==> src/rtl/counter_down_12b_if.sv <==
// rtl/counter_down_12b_if.sv - command/status bundle for the loadable down-counter
interface counter_down_12b_if #(
    parameter int WIDTH = 12
);
    logic             load;
    logic [WIDTH-1:0] b;
    logic             start;
    logic             stop;
    logic             enable;
    logic             mode;
    logic [WIDTH-1:0] c;
    logic             tc;
    logic             busy;
    logic             done;

    modport master (
        output load, b, start, stop, enable, mode,
        input  c, tc, busy, done
    );

    modport slave (
        input  load, b, start, stop, enable, mode,
        output c, tc, busy, done
    );
endinterface

==> src/rtl/counter_down_12b.sv <==
// rtl/counter_down_12b.sv - loadable down-counter/timer with terminal-count pulse
// Optional prescaler on the decrement tick is built when PRESCALER_EN is defined.
module counter_down_12b #(
    parameter int WIDTH    = 12,
    parameter int PRESCALE = 4
) (
    input  logic               clk,
    input  logic               reset,
    counter_down_12b_if.slave  io
);
    typedef enum logic [1:0] {
        IDLE = 2'd0,
        RUN  = 2'd1,
        DONE = 2'd2
    } state_t;

    localparam logic [WIDTH-1:0] ONE = WIDTH'(1);

    if (PRESCALE < 2 || PRESCALE > 256) begin : g_prescale_range
        $error("counter_down_12b: PRESCALE must be within 2..256");
    end

    state_t           state_q, state_n;
    logic [WIDTH-1:0] c_q, c_n;
    logic [WIDTH-1:0] reload_q, reload_n;
    logic             tc_q, tc_n;
    logic             tick;

`ifdef PRESCALER_EN
    localparam int          PW      = (PRESCALE > 2) ? $clog2(PRESCALE) : 1;
    localparam logic [PW-1:0] PRE_MAX = PW'(PRESCALE - 1);

    logic [PW-1:0] pre_q, pre_n;
`endif

    always_ff @(posedge clk or negedge reset) begin
        if (!reset) begin
            state_q  <= IDLE;
            c_q      <= '0;
            reload_q <= '0;
            tc_q     <= 1'b0;
`ifdef PRESCALER_EN
            pre_q    <= '0;
`endif
        end else begin
            state_q  <= state_n;
            c_q      <= c_n;
            reload_q <= reload_n;
            tc_q     <= tc_n;
`ifdef PRESCALER_EN
            pre_q    <= pre_n;
`endif
        end
    end

    always_comb begin
        state_n  = state_q;
        c_n      = c_q;
        reload_n = reload_q;
        tc_n     = 1'b0;
`ifdef PRESCALER_EN
        pre_n    = pre_q;
        tick     = (pre_q == PRE_MAX);
`else
        tick     = 1'b1;
`endif

        if (io.load) begin
            reload_n = io.b;
            c_n      = io.b;
`ifdef PRESCALER_EN
            pre_n    = '0;
`endif
        end else if (io.stop && state_q == RUN) begin
            state_n = IDLE;
`ifdef PRESCALER_EN
            pre_n   = '0;
`endif
        end else if (io.start && state_q != RUN) begin
            c_n = reload_q;
`ifdef PRESCALER_EN
            pre_n = '0;
`endif
            if (reload_q == '0) begin
                state_n = DONE;
                tc_n    = 1'b1;
            end else begin
                state_n = RUN;
            end
        end else if (state_q == RUN && io.enable) begin
`ifdef PRESCALER_EN
            pre_n = tick ? '0 : pre_q + 1'b1;
`endif
            if (tick) begin
                if (c_q > ONE) begin
                    c_n = c_q - ONE;
                end else begin
                    // c==0 in RUN (zero loaded mid-run) terminates like c==1 rather than wrapping
                    tc_n = 1'b1;
                    if (io.mode) begin
                        c_n = reload_q;
                    end else begin
                        c_n     = '0;
                        state_n = DONE;
                    end
                end
            end
        end
    end

    assign io.c    = c_q;
    assign io.tc   = tc_q;
    assign io.busy = (state_q == RUN);
    assign io.done = (state_q == DONE);
endmodule

==> src/flat_wrapper.sv <==
// flat-port wrapper written by rule: the top's interface ports become plain ports
module counter_down_12b_flat 
#(
    parameter int WIDTH    = 12,
    parameter int PRESCALE = 4
)
  (clk, reset, io_load, io_b, io_start, io_stop, io_enable, io_mode, io_c, io_tc, io_busy, io_done);
  counter_down_12b_if #(.WIDTH(WIDTH)) io_i ();
  input  logic clk;
  input  logic reset;
  input wire logic [$bits(io_i.load)-1:0] io_load;
  input wire logic [$bits(io_i.b)-1:0] io_b;
  input wire logic [$bits(io_i.start)-1:0] io_start;
  input wire logic [$bits(io_i.stop)-1:0] io_stop;
  input wire logic [$bits(io_i.enable)-1:0] io_enable;
  input wire logic [$bits(io_i.mode)-1:0] io_mode;
  output wire logic [$bits(io_i.c)-1:0] io_c;
  output wire logic [$bits(io_i.tc)-1:0] io_tc;
  output wire logic [$bits(io_i.busy)-1:0] io_busy;
  output wire logic [$bits(io_i.done)-1:0] io_done;
  assign io_i.load = io_load;
  assign io_i.b = io_b;
  assign io_i.start = io_start;
  assign io_i.stop = io_stop;
  assign io_i.enable = io_enable;
  assign io_i.mode = io_mode;
  assign io_c = io_i.c;
  assign io_tc = io_i.tc;
  assign io_busy = io_i.busy;
  assign io_done = io_i.done;
  counter_down_12b #(.WIDTH(WIDTH), .PRESCALE(PRESCALE)) u_core (.clk(clk), .reset(reset), .io(io_i));
endmodule
==> config.mk <==
export PLATFORM = sky130hd
export DESIGN_NAME = counter_down_12b_flat
export DESIGN_NICKNAME = d
export VERILOG_FILES = /design/src/rtl/counter_down_12b_if.sv /design/src/rtl/counter_down_12b.sv /design/src/flat_wrapper.sv
export SDC_FILE = /design/constraint.sdc
export NUM_CORES = 1
export LEC_CHECK = 0
export ABC_CLOCK_PERIOD_IN_PS = 2000
export CORE_MARGIN = 2
export CORE_UTILIZATION = 48
export CTS_BUF_LIST = sky130_fd_sc_hd__clkbuf_8
export DETAILED_ROUTE_END_ITERATION = 10
export GPL_ROUTABILITY_DRIVEN = 0
export HOLD_SLACK_MARGIN = 0.12
export PLACE_DENSITY = 0.76
export SYNTH_ARGS = -nofsm -noshare
export SYNTH_HDL_FRONTEND = slang
export SYNTH_SLANG_ARGS = --single-unit
==> constraint.sdc <==
create_clock -name clk -period 2 [get_ports clk]
set_input_delay 0.4 -clock clk [delete_from_list [all_inputs] [get_ports clk]]
set_output_delay 0.4 -clock clk [all_outputs]
set_load 0.02 [all_outputs]
==> metrics.csv <==
stage,metric,value,unit
placement,hpwlAfterDp,3720,microns
cells_and_area,final_core_util,73.3,%
synthesis,ys_types,57,
cells_and_area,layoutNonFillerInstCount,286,
timing,clock_skew,0.00304,ns
timing,finalHoldViolCount,0,
setup_path,worst-r2r-setup-slack,0.02,ns
cells_and_area,areaGrowthSynthToFinish,47.2,%
setup_path,worstSetupEndpointType,register,
floorplanning,start_util,49.8,%
floorplanning,io_pins,34,
floorplanning,die_h,62.9,microns
route,wl,4980,microns
route,wl_per_cell,17.4,microns
clock_tree,cts_inserted_buffers,3,
timing,slew_viol_final,0,
synthesis,synthCells,167,
floorplanning,die_area,3950,sq um
timing,rsz0062_at_grt,true,
global_routing,antenna_found_initial,0,
power_and_ir_drop,vdd_drop_max,0.000518,V
placement,port_buffers,33,
status,outcome,finished clean,
setup_path,cp.required,2.16,ns
setup_path,critical_path_arrival,2.14,ns
clock_tree,cts_max_level,1,
cells_and_area,multiInputGateArea,995,sq um
synthesis,yosysTopAreaCellShare,40.6,%
power_and_ir_drop,power.leakage,1.04,nW
timing,relSlewSlack,70.6,%
global_routing,grt_pass1_wl,7900,microns
clock_tree,worstSkewPairLatency,0.27,ns
route,drcViolationCount,0,
synthesis,synth_warnings,0,
setup_path,worstReg2RegEnd,u_core.state_q[0]$_DFFE_PN0P_,
synthesis,postSynthAreaPerCell,9.96,sq um
clock_tree,clk_pin_slew_worst_paths,0.09,ns
cells_and_area,fillers,244,
route,antenna_left,0,
clock_tree,root_buffer,clkbuf_8,
route,drt_first_pass_iters,5,
global_routing,grt_start_max_net_pins,28,
cells_and_area,n_antenna_cell,0,
cells_and_area,final_common_cell,buf_4,
power_and_ir_drop,power.density,968,nW/um^2
synthesis,synthTopCellsByArea,"dfrtp_1 (41%), mux2_2 (6.8%), nor2_1 (2.5%), nand3_1 (2.4%), nand2_1 (2.3%)",
setup_path,r2r_start,u_core.io.c[0]$_DFFE_PN0P_,
route,vias,1718,
route,avgViaCountPerCell,6.01,
min_path,hold_path_class,input pin to async pin,
cells_and_area,drive_above_1_share,34.2,%
timing,fin_crit,1.98,ns
cells_and_area,final_cell_mix,"buf_4 (42), clkdlybuf4s50_1 (32), dfrtp_1 (24)",
clock_tree,cts_tree,done,
synthesis,ys_ff_latch,27,
floorplanning,core_area,3340,sq um
global_routing,globalRoute.totalOverflow,0,
route,drt_iter0_markers,114,
placement,dpl_cell_area,2280,sq um
synthesis,seq_area_frac_synth,40.6,%
placement,dp_cells,275,
run,drv_cap,0,
clock_tree,cts.sinks,27,
setup_path,r2r_cells,7,
global_routing,grt.total_usage,25.0,%
global_routing,grt_pass1_vias,1660,
timing,setup_viol,0,
setup_path,cp-start-kind,register,
synthesis,synth_edf_count,0,
timing,tightest_slew,0.438,ns
timing,fin_crit_sh,99.2,%
synthesis,synth_area,1660,sq um
timing,whs,0.491,ns
cells_and_area,stdcell_area,2450,sq um
synthesis,synthArstFlopShare,100,%
setup_path,path_class,register to register,
clock_tree,cts_buffer_depth,2,
floorplanning,rows,21,
synthesis,yosysTopAreaCell,dfrtp_1,
synthesis,synth.net_count,188,
setup_path,path_max_fanout,5,
synthesis,synth-main-ff-cell,dfrtp_1,
cells_and_area,nets,262,
timing,fmax,504,MHz
cells_and_area,ff_latch_area,679,sq um
timing,fin_tns_setup,0,ns
floorplanning,die_x,62.9,microns
power breakdown:
| group | internal [mW] | switching [mW] |
|---|---|---|
| logic | 0.647 | 0.634 |
| clock network | 0.138 | 0.169 |
| registers | 0.658 | 0.122 |
| total | 1.44 | 0.926 |
logic make-up after synthesis:
| group | after synthesis | synth area share, % |
|---|---|---|
| AOI/OAI and AO/OA | 47 | 21.0 |
| adders and majority gates | 2 | 1.50 |
| buffers and inverters | 13 | 3.91 |
| DFF | 27 | 40.6 |
| muxes | 12 | 8.05 |
| and+or+nand+nor | 66 | 24.9 |
synthesized netlist by cell type (all sizes together) (3+ instances only):
master   n
dfrtp   27
mux2    11
nor2    11
nand2   10
o21ai   10
nand3    8
inv      7
nor4     6
a21oi    5
nor2b    5
nor3     5
a22oi    4
a21o     3
a221oi   3
a31oi    3
and3     3
buf      3
clkbuf   3
worst max-delay path by stage:
stage | startpoint | to | depth (start not counted)
after floorplan | u_core.io.c[1]$_DFFE_PN0P_ | u_core.state_q[0]$_DFFE_PN0P_ | 7
after global placement | io_stop | u_core.io.c[7]$_DFFE_PN0P_ | 7
after detailed placement | io_stop | u_core.io.c[7]$_DFFE_PN0P_ | 7
after CTS | u_core.io.c[0]$_DFFE_PN0P_ | u_core.io.c[9]$_DFFE_PN0P_ | 8
after global routing | u_core.io.c[0]$_DFFE_PN0P_ | u_core.io.c[9]$_DFFE_PN0P_ | 8
final | u_core.io.c[0]$_DFFE_PN0P_ | u_core.state_q[0]$_DFFE_PN0P_ | 7
per-layer routing:
metal	part of all wire [%]	wire length (microns)	GRT usage, %	vias up
met5	0	0	0	-
met3	6.8	338	3.60	18
met2	48	2410	41.8	90
met4	2.2	110	7.78	0
met1	42	2120	33.6	818
li1	-	-	-	792
state kept, by name, summed over array words and instances, names as in the netlist:
name and count:
u_core.io.tc 1, u_core.state_q 2, u_core.reload_q 12, u_core.io.c 12
stage by stage:
step	setup WS [ns]	power (mW)
after floorplan	0.00835	1.36
after global placement	-0.156	1.87
after detailed placement	-0.193	1.90
after CTS	0.0161	2.20
after global routing	-0.0397	2.50
final	0.0165	2.37
repair_timing:
action / CTS / global route
gates cloned: 0 / 0
endpoints found under the setup margin: 1 / 9
setup buffers: 0 / 7
resized for setup: 1 / 15
hold buffers: 0 / 0
pin swaps: 0 / 7
cell type report:
type	instances	share of cell area (%)
well taps	46	2.35
clock buffers	3	1.69
multi-input cells	127	40.6
inverters	7	1.07
flip-flops and latches	27	27.8
repair buffers	75	26.3
clock inverters	1	0.153
worst max-delay path, stage by stage, from the launching register on:
cell and delay (ns):
dfrtp_2 0.47, inv_2 0.09, ha_4 0.14, nor2_4 0.05, nor4b_4 0.39, a211oi_2 0.15
nor3_2 0.24, mux2_1 0.34
(Power assumes the default switching activity.)
==> RTL edit 1 (config.mk and constraints unchanged) <==
Reset style: synchronous (`reset`), changed in one clocked block.
--- a/src/rtl/counter_down_12b.sv
+++ b/src/rtl/counter_down_12b.sv
@@ -33,7 +33,7 @@
     logic [PW-1:0] pre_q, pre_n;
 `endif
 
-    always_ff @(posedge clk or negedge reset) begin
+    always_ff @(posedge clk) begin
         if (!reset) begin
             state_q  <= IDLE;
             c_q      <= '0;
Formal check against the unedited RTL: differs if reset is asserted again (counterexample within 4 cycles, from zero or initial values and one cycle with reset low); with reset held inactive, the same outputs for 10 cycles.
==> RTL edit 1 against the original RTL <==
Critical path type is now reg2out; routed wire length decreased by 5.9%; worst setup slack improved by 0.052 ns; synthesized area decreased by 2.0%; cell area decreased by 9.5%; non-clock buffer count decreased by 20; die area decreased by 1.9%; maximum frequency increased by 2.7%; critical path depth decreased by 6; sequential cell count unchanged.
Power is not compared: it rests on default switching activity, and its combinational part moved more than twofold at a synthesized area within 25%.
==> RTL edit 1: results (changes against the original RTL) <==
Drt
  • TritonRoute pass-1 iters: 4 (was 5)
  • M1 WL: 2040 µm (was 2120 µm)
  • Routed wl met3: 326 µm (was 338 µm)
  • Initial DRC Count: 105 (was 114)
  • Vias: 1,748 (was 1,718)
  • Final WL: 4680 µm (was 4980 µm)

Finish
  • Non-clk invs: 5 (was 7)
  • Seq area share: 0.244 (was 0.278)
  • Share of cells above drive strength 1: 0.151 (was 0.342)
  • Nets: 273 (was 262)
  • NonClk Buf Share: 0.225 (was 0.263)

Critical path
  • Worst Setup SP: u_core.io.c[2] (was u_core.io.c[0])
  • Top delay family on crit path: buffers and inverters (was simple AND/OR/NAND/NOR gates)

Floorplanning
  • Area of the die: 3880 µm² (was 3950 µm²)

Global route
  • First-pass GRT wire length: 7850 µm (was 7900 µm)
  • Number of global-route vias before repair: 1,623 (was 1,660)
  • Largest net degree at the start of global routing: 18 (was 28)
  • Gr usage total: 0.248 (was 0.250)
  • GR Layer Usage met3: 0.0326 (was 0.0360)

Yosys
  • Most frequent cells after synthesis: dfxtp_1 (27), a21oi_1 (16), nand2_1 (15), nor2_1 (15), o21ai_0 (15) (was dfrtp_1 (27), nor2_1 (11), mux2_2 (10), nand2_1 (10), nand3_1 (8))
  • Unique masters post-synth: 48 (was 57)

STA
  • Hold Slack: 0.506 ns (was 0.491 ns)
  • Final WS setup: 0.0687 ns (was 0.0165 ns)

Place
  • Worst slack at placement: -0.117 ns (was -0.193 ns)
  • DPL Wire Length: 3550 µm (was 3720 µm)

Run status
  • Status: completed (unchanged)
RTL edit 1: changes by cell type after synthesis, moves of 7 or more:
cell      change
nand2b_1      +8
o21ai_0       +8
dfrtp_1      -27
mux2_2       -10
dfxtp_1      +27
a21oi_1      +12
nor3_1        +7
mux2i_1       +9
RTL edit 1: worst reg2reg max path, delay by kind of cell, from the launching register on:
family / cells / cell delay (ns)
buffers and inverters: 1 / 0.15
AND/OR/NAND/NOR: 2 / 0.41
adder cells (fa/ha/maj): 1 / 0.21
AO/OA/AOI/OAI: 3 / 0.73
flip-flops: 1 / 0.32
RTL edit 1: report_power, final:
part	switching [mW]	total, mW	leakage (nW)	internal [mW]
sequential	0.0579	0.637	0.223	0.579
combinational	0.302	0.567	0.595	0.265
clock	0.190	0.332	0.0217	0.142
RTL edit 1: what timing repair did:
item,CTS,global route
gates resized for setup,0,4
endpoints found under the hold margin,0,0
setup endpoints to repair,0,6
==> RTL edit 2 (same flow settings) <==
Made on the original files. `WIDTH` is set to 12 in 3 places; all go to 10.
--- a/src/rtl/counter_down_12b_if.sv
+++ b/src/rtl/counter_down_12b_if.sv
@@ -1,6 +1,6 @@
 // rtl/counter_down_12b_if.sv - command/status bundle for the loadable down-counter
 interface counter_down_12b_if #(
-    parameter int WIDTH = 12
+    parameter int WIDTH = 10
 );
     logic             load;
     logic [WIDTH-1:0] b;
--- a/src/rtl/counter_down_12b.sv
+++ b/src/rtl/counter_down_12b.sv
@@ -1,7 +1,7 @@
 // rtl/counter_down_12b.sv - loadable down-counter/timer with terminal-count pulse
 // Optional prescaler on the decrement tick is built when PRESCALER_EN is defined.
 module counter_down_12b #(
-    parameter int WIDTH    = 12,
+    parameter int WIDTH    = 10,
     parameter int PRESCALE = 4
 ) (
     input  logic               clk,
--- a/src/flat_wrapper.sv
+++ b/src/flat_wrapper.sv
@@ -1,7 +1,7 @@
 // flat-port wrapper written by rule: the top's interface ports become plain ports
 module counter_down_12b_flat 
 #(
-    parameter int WIDTH    = 12,
+    parameter int WIDTH    = 10,
     parameter int PRESCALE = 4
 )
   (clk, reset, io_load, io_b, io_start, io_stop, io_enable, io_mode, io_c, io_tc, io_busy, io_done);
Interface: changed (resized io_b and io_c); port bits go from 34 to 30. The function was not compared with the original's and may differ.
==> RTL edit 2 against the original RTL <==
Cell area down 17%; routed wire length is 15% lower; synthesized area shrank 14%; power fell by 3.8%; clock skew hardly changed; via count shrank 13%; sequential cell count fell by 4; the run now ends with DRC left; worst setup slack gained 0.014 ns; global-route usage is 1.8 points higher; largest cell class unchanged.
==> RTL edit 2: results (changes against the original RTL) <==
Drt
  • Drt via density: 6.10 (was 6.01)
  • DRC violations left: 2 (was 0)
  • DR WL/cell: 17.4 µm (about the same)
  • TritonRoute pass-1 iters: 7 (was 5)
  • Initial DRC Count: 97 (was 114)
  • Final WL: 4240 µm (was 4980 µm)

Pwr
  • P per Cell Area: 1120 nW/µm² (was 968 nW/µm²)
  • P_int: 1.33 mW (was 1.44 mW)
  • Pleak: 0.884 nW (was 1.04 nW)
  • Peak supply drop: 0.644 mV (was 0.518 mV)
  • Power Sequential: 705 µW (was 780 µW)

Finish
  • Nets: 233 (was 262)
  • Diode count: 0 (unchanged)
  • Share of cells above drive strength 1: 0.221 (was 0.342)

Yosys
  • Syn_nets: 179 (was 188)
  • Synth top area cells: dfrtp_1 (40%), o21ai_0 (5.9%), nand2_1 (5.0%) (was dfrtp_1 (41%), mux2_2 (6.8%), nor2_1 (2.5%))
  • Async S/R FF share, synth: 1.00 (unchanged)
  • Post-synthesis mux area share: 0.0514 (was 0.0805)
  • Most frequent cells after synthesis: dfrtp_1 (23), nand2_1 (19), o21ai_0 (17) (was dfrtp_1 (27), nor2_1 (11), mux2_2 (10), nand2_1 (10), nand3_1 (8))
  • Adder-Cell Fraction of Synth Area: 0.0174 (was 0.0150)
  • Unique masters post-synth: 46 (was 57)
  • Synth Area in Compound Gates: 0.250 (was 0.210)
  • XOR/XNOR share of the synthesized area: 0.0244 (was 0)
  • Sequential-to-total area share from yosys stat: 0.401 (was 0.406)
  • Synth Instances: 160 (was 167)

Place
  • Dpl cell area: 1930 µm² (was 2280 µm²)
  • DPL Wire Length: 3160 µm (was 3720 µm)
  • Buffers added on ports: 29 (was 33)
  • Worst slack at placement: -0.359 ns (was -0.193 ns)
  • Dpl cells: 239 (was 275)

Critical path
  • Worst-path maximum fanout: 4 (was 5)
  • FF-to-FF End: u_core.state_q[1] (was u_core.state_q[0])
  • CP arrival: 2.18 ns (was 2.14 ns)
  • CP endpoint: u_core.state_q[1] (was u_core.state_q[0])
  • Worst R2R Start: u_core.io.c[4] (was u_core.io.c[0])
  • R2r worst-path depth: 5 (was 7)

Clocking
  • Clock latency at the later pin of the worst-skew pair: 0.27 ns (about the same)
  • TritonCTS Buffers: 3 (unchanged)
  • CTS Root Cell: clkbuf_8 (unchanged)
  • H-tree depth: 1 (unchanged)

Global route
  • Gr usage total: 0.268 (was 0.250)
  • First-pass GRT wire length: 7000 µm (was 7900 µm)
  • Largest net degree at the start of global routing: 24 (was 28)
  • Number of global-route vias before repair: 1,484 (was 1,660)

Run status
  • Status: complete, but fails checks (was completed)
  • Failing checks: DRC

STA
  • Final WS setup: 0.0302 ns (was 0.0165 ns)
  • Slew headroom: 0.585 (was 0.706)
  • Clock Skews: 0.00348 ns (was 0.00304 ns)
  • Hold Slack: 0.477 ns (was 0.491 ns)
-- RTL edit 2: cell type report --
cell class	instances	area, µm²
multi-input combinational	119	831
fill	220	778
sequential	23	578
clock buffer	3	41.3
timing repair buffer	56	492
tap	31	38.8
inverter	11	41.3
clock inverter	1	5.00
-- RTL edit 2: timing repair --
action,4_1_cts,5_1_grt
cloned,0,0
setup buffers,0,1
pin swaps,0,1
resized for setup,4,6
endpoints found under the setup margin,6,6
-- RTL edit 2: cell families after synthesis --
kind of cell / Yosys count
xor+xnor: 4
flops: 23
simple gates: 55
compound gates: 51
mux: 7
buf+inv: 18
fa+ha+maj: 2
-- RTL edit 2: worst max-delay path, stage by stage (launching register included) --
cell	delay, ns
dfrtp_2	0.45
nor4_4	0.39
o2111ai_4	0.20
or4_4	0.46
a221oi_2	0.25
o22a_1	0.17
-- RTL edit 2: routing by layer --
metal	up-vias	GRT usage	routed length (µm)
li1	700	-	-
met1	714	0.364	1820
met2	66	0.435	2030
met3	8	0.0571	308
met5	-	0	0
met4	0	0.0747	74
